**src/rtl/branch_predict_unit_if.sv**
```systemverilog
// Fetch-lookup and memory-stage resolve bundle between the datapath (master) and the branch predictor (slave).
interface branch_predict_unit_if #(
  parameter int ADDR_W = 32
);
  logic [ADDR_W-1:0] fetch_pc;
  logic              pred_taken;
  logic [ADDR_W-1:0] pred_target;

  logic              res_valid;
  logic [ADDR_W-1:0] res_pc;
  logic              res_is_uncond;
  logic              res_taken;
  logic [ADDR_W-1:0] res_target;
  logic              res_pred_taken;
  logic [ADDR_W-1:0] res_pred_target;
  logic              mispredict;
  logic [ADDR_W-1:0] correct_pc;

  modport master (
    output fetch_pc, res_valid, res_pc, res_is_uncond, res_taken, res_target,
           res_pred_taken, res_pred_target,
    input  pred_taken, pred_target, mispredict, correct_pc
  );

  modport slave (
    input  fetch_pc, res_valid, res_pc, res_is_uncond, res_taken, res_target,
           res_pred_taken, res_pred_target,
    output pred_taken, pred_target, mispredict, correct_pc
  );
endinterface

```
**src/rtl/branch_predict_unit.sv**
```systemverilog
// BTB + saturating-counter predictor: zero-cycle lookup/mispredict, tables update on CLK; no backpressure.
// Optional macro BPU_STATS_EN adds saturating branch and mispredict counters.
module branch_predict_unit #(
  parameter int BTB_ENTRIES = 16,
  parameter int CTR_W       = 2,
  parameter int ADDR_W      = 32
) (
  input  logic CLK,
  input  logic nRST,
  branch_predict_unit_if.slave bpu
`ifdef BPU_STATS_EN
  ,
  output logic [31:0] stat_branches,
  output logic [31:0] stat_mispredicts
`endif
);

  localparam int IDX_W = $clog2(BTB_ENTRIES);
  localparam int TAG_W = ADDR_W - IDX_W - 2;

  localparam logic [CTR_W-1:0]  CTR_MAX = '1;
  localparam logic [CTR_W-1:0]  CTR_WT  = CTR_W'(1) << (CTR_W - 1);
  localparam logic [CTR_W-1:0]  CTR_WNT = CTR_WT - CTR_W'(1);
  localparam logic [ADDR_W-1:0] PC_INC  = ADDR_W'(4);

  logic [BTB_ENTRIES-1:0] valid_q;
  logic [TAG_W-1:0]       tag_q    [BTB_ENTRIES];
  logic [ADDR_W-1:0]      target_q [BTB_ENTRIES];
  logic [CTR_W-1:0]       ctr_q    [BTB_ENTRIES];

  // Fetch-side lookup reads the registered table, so a same-cycle update is not visible yet.
  logic [IDX_W-1:0] f_idx;
  logic [TAG_W-1:0] f_tag;
  logic             f_hit;

  assign f_idx = bpu.fetch_pc[IDX_W+1:2];
  assign f_tag = bpu.fetch_pc[ADDR_W-1:IDX_W+2];
  assign f_hit = valid_q[f_idx] && (tag_q[f_idx] == f_tag);

  assign bpu.pred_taken  = f_hit && ctr_q[f_idx][CTR_W-1];
  assign bpu.pred_target = bpu.pred_taken ? target_q[f_idx] : bpu.fetch_pc + PC_INC;

  assign bpu.mispredict = bpu.res_valid &&
                          ((bpu.res_pred_taken != bpu.res_taken) ||
                           (bpu.res_taken && (bpu.res_pred_target != bpu.res_target)));
  assign bpu.correct_pc = bpu.res_taken ? bpu.res_target : bpu.res_pc + PC_INC;

  logic [IDX_W-1:0] r_idx;
  logic [TAG_W-1:0] r_tag;
  logic             r_hit;

  assign r_idx = bpu.res_pc[IDX_W+1:2];
  assign r_tag = bpu.res_pc[ADDR_W-1:IDX_W+2];
  assign r_hit = valid_q[r_idx] && (tag_q[r_idx] == r_tag);

  logic             upd_en;
  logic             upd_tgt_en;
  logic             upd_alloc;
  logic [CTR_W-1:0] upd_ctr;

  always_comb begin
    upd_en     = 1'b0;
    upd_tgt_en = 1'b0;
    upd_alloc  = 1'b0;
    upd_ctr    = ctr_q[r_idx];
    if (bpu.res_valid) begin
      if (r_hit) begin
        upd_en = 1'b1;
        if (bpu.res_is_uncond) begin
          upd_ctr    = CTR_MAX;
          upd_tgt_en = 1'b1;
        end else if (bpu.res_taken) begin
          if (ctr_q[r_idx] != CTR_MAX) upd_ctr = ctr_q[r_idx] + CTR_W'(1);
          upd_tgt_en = 1'b1;
        end else if (ctr_q[r_idx] != '0) begin
          upd_ctr = ctr_q[r_idx] - CTR_W'(1);
        end
      end else if (bpu.res_taken || bpu.res_is_uncond) begin
        // Jumps start strongly taken; conditional branches start weakly taken.
        upd_en     = 1'b1;
        upd_tgt_en = 1'b1;
        upd_alloc  = 1'b1;
        upd_ctr    = bpu.res_is_uncond ? CTR_MAX : CTR_WT;
      end
    end
  end

  always_ff @(posedge CLK or negedge nRST) begin
    if (!nRST) begin
      valid_q <= '0;
      for (int i = 0; i < BTB_ENTRIES; i++) begin
        tag_q[i]    <= '0;
        target_q[i] <= '0;
        ctr_q[i]    <= CTR_WNT;
      end
    end else if (upd_en) begin
      ctr_q[r_idx] <= upd_ctr;
      if (upd_tgt_en) target_q[r_idx] <= bpu.res_target;
      if (upd_alloc) begin
        valid_q[r_idx] <= 1'b1;
        tag_q[r_idx]   <= r_tag;
      end
    end
  end

`ifdef BPU_STATS_EN
  always_ff @(posedge CLK or negedge nRST) begin
    if (!nRST) begin
      stat_branches    <= '0;
      stat_mispredicts <= '0;
    end else if (bpu.res_valid) begin
      if (stat_branches != '1) stat_branches <= stat_branches + 32'd1;
      if (bpu.mispredict && (stat_mispredicts != '1)) stat_mispredicts <= stat_mispredicts + 32'd1;
    end
  end
`endif

  // Word-aligned PCs: the byte-offset bits never select anything.
  logic unused_pc_lsbs;
  assign unused_pc_lsbs = ^{bpu.fetch_pc[1:0], bpu.res_pc[1:0]};

endmodule

```
**src/flat_wrapper.sv**
```systemverilog
// flat-port wrapper written by rule: the top's interface ports become plain ports
module branch_predict_unit_flat 
#(
  parameter int BTB_ENTRIES = 16,
  parameter int CTR_W       = 2,
  parameter int ADDR_W      = 32
)
  (CLK, nRST, bpu_fetch_pc, bpu_res_valid, bpu_res_pc, bpu_res_is_uncond, bpu_res_taken, bpu_res_target, bpu_res_pred_taken, bpu_res_pred_target, bpu_pred_taken, bpu_pred_target, bpu_mispredict, bpu_correct_pc);
  branch_predict_unit_if #(.ADDR_W(ADDR_W)) bpu_i ();
  input  logic CLK;
  input  logic nRST;
  input wire logic [$bits(bpu_i.fetch_pc)-1:0] bpu_fetch_pc;
  input wire logic [$bits(bpu_i.res_valid)-1:0] bpu_res_valid;
  input wire logic [$bits(bpu_i.res_pc)-1:0] bpu_res_pc;
  input wire logic [$bits(bpu_i.res_is_uncond)-1:0] bpu_res_is_uncond;
  input wire logic [$bits(bpu_i.res_taken)-1:0] bpu_res_taken;
  input wire logic [$bits(bpu_i.res_target)-1:0] bpu_res_target;
  input wire logic [$bits(bpu_i.res_pred_taken)-1:0] bpu_res_pred_taken;
  input wire logic [$bits(bpu_i.res_pred_target)-1:0] bpu_res_pred_target;
  output wire logic [$bits(bpu_i.pred_taken)-1:0] bpu_pred_taken;
  output wire logic [$bits(bpu_i.pred_target)-1:0] bpu_pred_target;
  output wire logic [$bits(bpu_i.mispredict)-1:0] bpu_mispredict;
  output wire logic [$bits(bpu_i.correct_pc)-1:0] bpu_correct_pc;
  assign bpu_i.fetch_pc = bpu_fetch_pc;
  assign bpu_i.res_valid = bpu_res_valid;
  assign bpu_i.res_pc = bpu_res_pc;
  assign bpu_i.res_is_uncond = bpu_res_is_uncond;
  assign bpu_i.res_taken = bpu_res_taken;
  assign bpu_i.res_target = bpu_res_target;
  assign bpu_i.res_pred_taken = bpu_res_pred_taken;
  assign bpu_i.res_pred_target = bpu_res_pred_target;
  assign bpu_pred_taken = bpu_i.pred_taken;
  assign bpu_pred_target = bpu_i.pred_target;
  assign bpu_mispredict = bpu_i.mispredict;
  assign bpu_correct_pc = bpu_i.correct_pc;
  branch_predict_unit #(.BTB_ENTRIES(BTB_ENTRIES), .CTR_W(CTR_W), .ADDR_W(ADDR_W)) u_core (.CLK(CLK), .nRST(nRST), .bpu(bpu_i));
endmodule
```
**config.mk**
```make
export PLATFORM = sky130hd
export DESIGN_NAME = branch_predict_unit_flat
export DESIGN_NICKNAME = d
export VERILOG_FILES = /design/src/rtl/branch_predict_unit_if.sv /design/src/rtl/branch_predict_unit.sv /design/src/flat_wrapper.sv
export SDC_FILE = /design/constraint.sdc
export NUM_CORES = 2
export LEC_CHECK = 0
export CAP_MARGIN = 15
export CORE_MARGIN = 3
export CORE_UTILIZATION = 35
export DETAILED_ROUTE_END_ITERATION = 10
export DONT_BUFFER_PORTS = 1
export GPL_TIMING_DRIVEN = 1
export PLACE_DENSITY_LB_ADDON = 0.05
export SLEW_MARGIN = 30
export SYNTH_ARGS = -nofsm -noshare
export SYNTH_HDL_FRONTEND = slang
export SYNTH_SLANG_ARGS = --single-unit
```
**constraint.sdc**
```tcl
create_clock -name CLK -period 6.4 [get_ports CLK]
set_input_delay 1.6 -clock CLK [delete_from_list [all_inputs] [get_ports CLK]]
set_output_delay 1.6 -clock CLK [all_outputs]
set_load 0.03 [all_outputs]
```
# After elaboration in Yosys (flattened, before gate mapping)
# Index checks and enable logic that the tools add are counted.
# classes
addsub,4
order_cmp,6
eq_ne,5
muxes,49
bitwise_logic,3
reduce_logical,12
# ops
op,count
bitwise mux 512 bit,1
bitwise mux 416 bit,1
binary-select mux 26 bit (select 4 bit),2
two-way mux 32 bit,5
two-way mux 26 bit,5
binary-select mux 32 bit (select 4 bit),1
demux 32 bit (select 4 bit),1
demux 26 bit (select 4 bit),1
"adder 32 x 3 -> 32 bit, second input constant",2
== test 26 bit,2
bitwise mux 32 bit,1
inequality test 32 bit,1
two-way mux 2 bit,12
binary-select mux 2 bit (select 4 bit),2
OR 16 bit,1
two-way mux 1 bit,13
"greater-or-equal comparator 5 bit, second input constant",2
"less-than comparator 4 x 5 -> 1 bit, second input constant",2
NOT 4 -> 5 bit,2
binary-select mux 1 bit (select 4 bit),2
demux 2 bit (select 4 bit),1
logical AND 1 bit,7
"less-than comparator 5 x 1 -> 1 bit, second input constant",1
demux 1 bit (select 4 bit),1
other kinds (8),10
# totals
reg_bits,976
elab_cells,128

# Depth between registers and ports, before layout
# depth
word_depth,11
ltp_mapped,15
ltp_nobuf,10

# Least setup slack after synthesis
# OpenSTA, ideal clock, no wires.
# synth_path
path_kind,input port to output port
start,input bpu_fetch_pc[2]
end,output bpu_pred_target[10]
arrival_time_ns,5.229
path_slack_ns,-0.429
cell_stages,12
path_buffers,5
cell_sequence,clkbuf_1 buf_2 buf_1 mux4_2 mux4_2 xnor2_1 nand2_1 nor4b_1 nand4_1 clkbuf_1 clkbuf_1 a21oi_1
# synth_between
elab_chain_len,8
word_cells_on_any_way,17
classes_between,add/sub: 1; eq/ne: 1; mux: 12; bitwise: 1; reduce/logical: 2
# synth_lines
item,line,source
"start, declared",flat_wrapper.sv:12,input wire logic [$bits(bpu_i.fetch_pc)-1:0] bpu_fetch_pc;
NOT 4 -> 5 bit (not written as such),"branch_predict_unit.sv:38, branch_predict_unit.sv:40, branch_predict_unit.sv:41",
binary-select mux 26 bit (select 4 bit),branch_predict_unit.sv:38,assign f_hit = valid_q[f_idx] && (tag_q[f_idx] == f_tag);
two-way mux 26 bit (not written as such) (2 in a row),branch_predict_unit.sv:38,
== test 26 bit,branch_predict_unit.sv:38,
logical AND 1 bit,branch_predict_unit.sv:38,
logical AND 1 bit,branch_predict_unit.sv:40,assign bpu.pred_taken = f_hit && ctr_q[f_idx][CTR_W-1];
two-way mux 32 bit *,branch_predict_unit.sv:41,assign bpu.pred_target = bpu.pred_taken ? target_q[f_idx] : bpu.fetch_pc + PC_INC;
"end, declared",flat_wrapper.sv:21,output wire logic [$bits(bpu_i.pred_target)-1:0] bpu_pred_target;
# Every way passes the cells marked *; elsewhere a longest branch is shown, timed or not. The select of a mux whose other input is x is not followed.

# Final worst setup path
# layout_path
start,input bpu_fetch_pc[2]
end,output bpu_pred_target[15]
# The elaborated chain is that of the path after synthesis.

==> flow_summary.json <==
{
  "outcome": "finished with violations",
  "violations": "negative setup slack",
  "multi_input_area_sq_um": 25110,
  "grt_pass1_vias": 33920,
  "layout_common_cells": "960 x dfrtp_1, 939 x mux2_2, 366 x mux4_2",
  "power_density_nw_per_um2": 328.7,
  "synthCells": 3484,
  "finalNonFillerCells": 5440,
  "num-fill-cells": 13030,
  "total_power_mw": 19.25,
  "die_h_um": 386.3,
  "cp.required_ns": 4.80,
  "start_util_pct": 35.50,
  "post_drt_wl_per_cell_um": 33.08,
  "min_period_ns": 6.555,
  "clockBufferDepth": 3,
  "worstSetupPathType": "input pin to primary output",
  "io_pins": 200,
  "synthesis.area_sq_um": 50620,
  "ctsHoldBuffers": 0,
  "ys.warnings.count": 0,
  "rsz0062_at_grt": "true",
  "die-area_sq_um": 149200,
  "antenna_found_initial": 9,
  "ff_latch_area_sq_um": 24440,
  "grt_overflow_total": 0,
  "slew_viol_final": 0,
  "grt_util_all_layers_pct": 24.10,
  "ys_types": 60,
  "cts_sinks": 976,
  "cp-start-kind": "input pin",
  "dominantRegCellSynth": "dfrtp_1",
  "cts_tree": "yes",
  "placed_area_sq_um": 54330,
  "pre_cts_slack_ns": -0.5207,
  "die_x_um": 386.3,
  "final_common_cell": "dfrtp_1",
  "cts_buffers": 115,
  "postSynthAreaPerCell_sq_um": 14.53,
  "cap_violations": 0,
  "worstMarginPinSlew_ns": 0.9930,
  "port_buffers": 0,
  "place_congestion": 0.8564,
  "grt_pass1_wl_um": 257500,
  "drc": 0,
  "ys_ff_latch": 976,
  "fmax_ghz": 0.1526,
  "dpl.hpwl_um": 115700,
  "dp.cells": 5219,
  "fin_crit_sh_pct": 102.4,
  "ys_seq_area_share_pct": 48.28,
  "synth_edf_count": 0,
  "cts_root_buffer": "clkbuf_16",
  "rows": 138,
  "first_iter_violations": 2223,
  "via_count": 31580,
  "critPathMaxFanout": 249,
  "area_growth_pct": 15.65,
  "leakage_nw": 23.88,
  "drtAntennaViolNets": 0,
  "synthesis.nets": 3623,
  "fin_skew_ns": 0.04015,
  "drive_above_1_share_pct": 51.14,
  "drt_wl_total_um": 179900,
  "clkLatencyLatePin_ns": 0.74,
  "arrival_ns": 4.96,
  "cp-end-kind": "primary output",
  "relSlewSlack_pct": 33.74,
  "viasPerCell": 5.805,
  "postLayoutSetupSlackWorst_ns": -0.1551,
  "finalInstanceArea_sq_um": 58550,
  "nNetsFinal": 3589,
  "grt_max_degree": 250,
  "placeableCoreArea_sq_um": 142600,
  "min_path_type": "flop to flop",
  "path_clk_slew_ns": 0.06,
  "drtPass1Iterations": 5,
  "htree_levels": 3,
  "async_flop_share_pct": 100.0,
  "ir_worst_vdd_mv": 0.2303,
  "finalSetupViolCount": 32,
  "final-hold-violation-count": 0
}
==> synthesized netlist by cell type (10+ instances only) <==
| master | instances | area (sq um) |
|---|---|---|
| and2_1 | 12 | 75.07 |
| buf_6 | 10 | 112.6 |
| nor2b_1 | 12 | 75.07 |
| buf_2 | 45 | 225.2 |
| nand2_1 | 89 | 334.1 |
| nor2_1 | 86 | 322.8 |
| buf_4 | 28 | 210.2 |
| o2111ai_1 | 12 | 105.1 |
| nand3_1 | 52 | 260.3 |
| xor2_1 | 65 | 569.3 |
| mux2_2 | 943 | 10620 |
| a21oi_1 | 43 | 215.2 |
| mux2i_1 | 95 | 950.9 |
| xnor2_1 | 77 | 674.4 |
| or2_2 | 18 | 112.6 |
| o22ai_1 | 10 | 62.56 |
| and3_1 | 14 | 87.58 |
| buf_1 | 34 | 127.6 |
| dfrtp_1 | 960 | 24020 |
| clkbuf_1 | 232 | 870.8 |
| dfstp_2 | 16 | 420.4 |
| nor3_2 | 14 | 140.1 |
| mux4_2 | 366 | 8243 |
| o21ai_0 | 43 | 215.2 |
| o211ai_1 | 10 | 75.07 |
| nor4_1 | 14 | 87.58 |
| inv_1 | 25 | 93.84 |
| nand4_1 | 22 | 137.6 |
| a22oi_1 | 29 | 217.7 |
| a2bb2oi_1 | 28 | 245.2 |
==> stage by stage <==
stage               utilization (%)  setup TNS (ns)  hold WS, ns
floorplan                         -         -0.3927       0.4568
global placement              37.99          -14.19       0.4831
detailed placement            38.10          -13.61       0.4798
CTS                           40.98         -0.1694       0.4944
global route                  41.05          -3.111       0.5127
finish                        41.05          -2.224       0.4967
==> cell type report <==
class                           count  area share, %
Inverter                           26         0.1667
Clock inverter                     40         0.8612
Timing Repair Buffer              198          4.345
Multi-Input combinational cell   2133          42.90
Tap cell                         1890          4.039
Sequential cell                   976          41.75
Clock buffer                      174          5.930
Antenna cell                        3        0.01282
==> what timing repair did <==
action                     in CTS  in global routing
pin swaps                       3                  4
buffers inserted                1                  0
setup endpoints to repair      32                 32
cloned                          2                  0
gates resized for setup        15                 21
==> worst paths after layout <==
path | startpoint | endpoint | slack [ns] | cells after the start
setup / recovery | bpu_fetch_pc[2] | bpu_pred_target[15] | -0.16 | 13
hold / removal | u_core.valid_q[14] | u_core.valid_q[14] | 0.50 | 1
setup reg to reg | u_core.tag_q[123] | u_core.tag_q[213] | 2.17 | 16
hold reg to reg | u_core.valid_q[14] | u_core.valid_q[14] | 0.50 | 1
max in group asynchronous | nRST | u_core.target_q[212] | 3.95 | 3
min in group asynchronous | nRST | u_core.target_q[445] | 0.87 | 1
==> worst max-delay path, cell delays in order <==
cell	delay, ns
mux4_2	0.63
mux4_2	0.50
xnor2_2	0.17
buf_4	0.16
nand4_1	0.09
or2_4	0.25
nor4bb_2	0.28
nand4_1	0.15
buf_6	0.20
buf_16	0.19
buf_12	0.16
a21oi_4	0.17
buf_12	0.13
==> where the power goes <==
part           switching, mW  total, mW  internal [mW]
Sequential             0.899       8.53           7.63
Clock                   2.76       6.88           4.13
Combinational           1.42       3.83           2.40
==> metal layers <==
metal  GRT usage (%)  share of wire (%)  vias to the layer above
met5               0                  0                        -
met4           6.909                2.6                        0
met3           4.260                5.5                      210
met2           38.08                 47                      857
met1           34.03                 45                    17510
li1                -                  -                    13000
==> flip-flops by register name, indices dropped and copies added, names as in the netlist <==
name and flops:
u_core.ctr_q 32, u_core.tag_q 416, u_core.target_q 512, u_core.valid_q 16
==> logic make-up after synthesis <==
logic type	synth area share (%)
AO/OA/AOI/OAI	2.916
multiplexers	39.23
flip-flops	48.28
adder cells (fa/ha/maj)	0.1433
buffers and inverters	3.248
XOR/XNOR	2.457
AND/OR/NAND/NOR	3.727
Power figures use the tool's default switching activity.
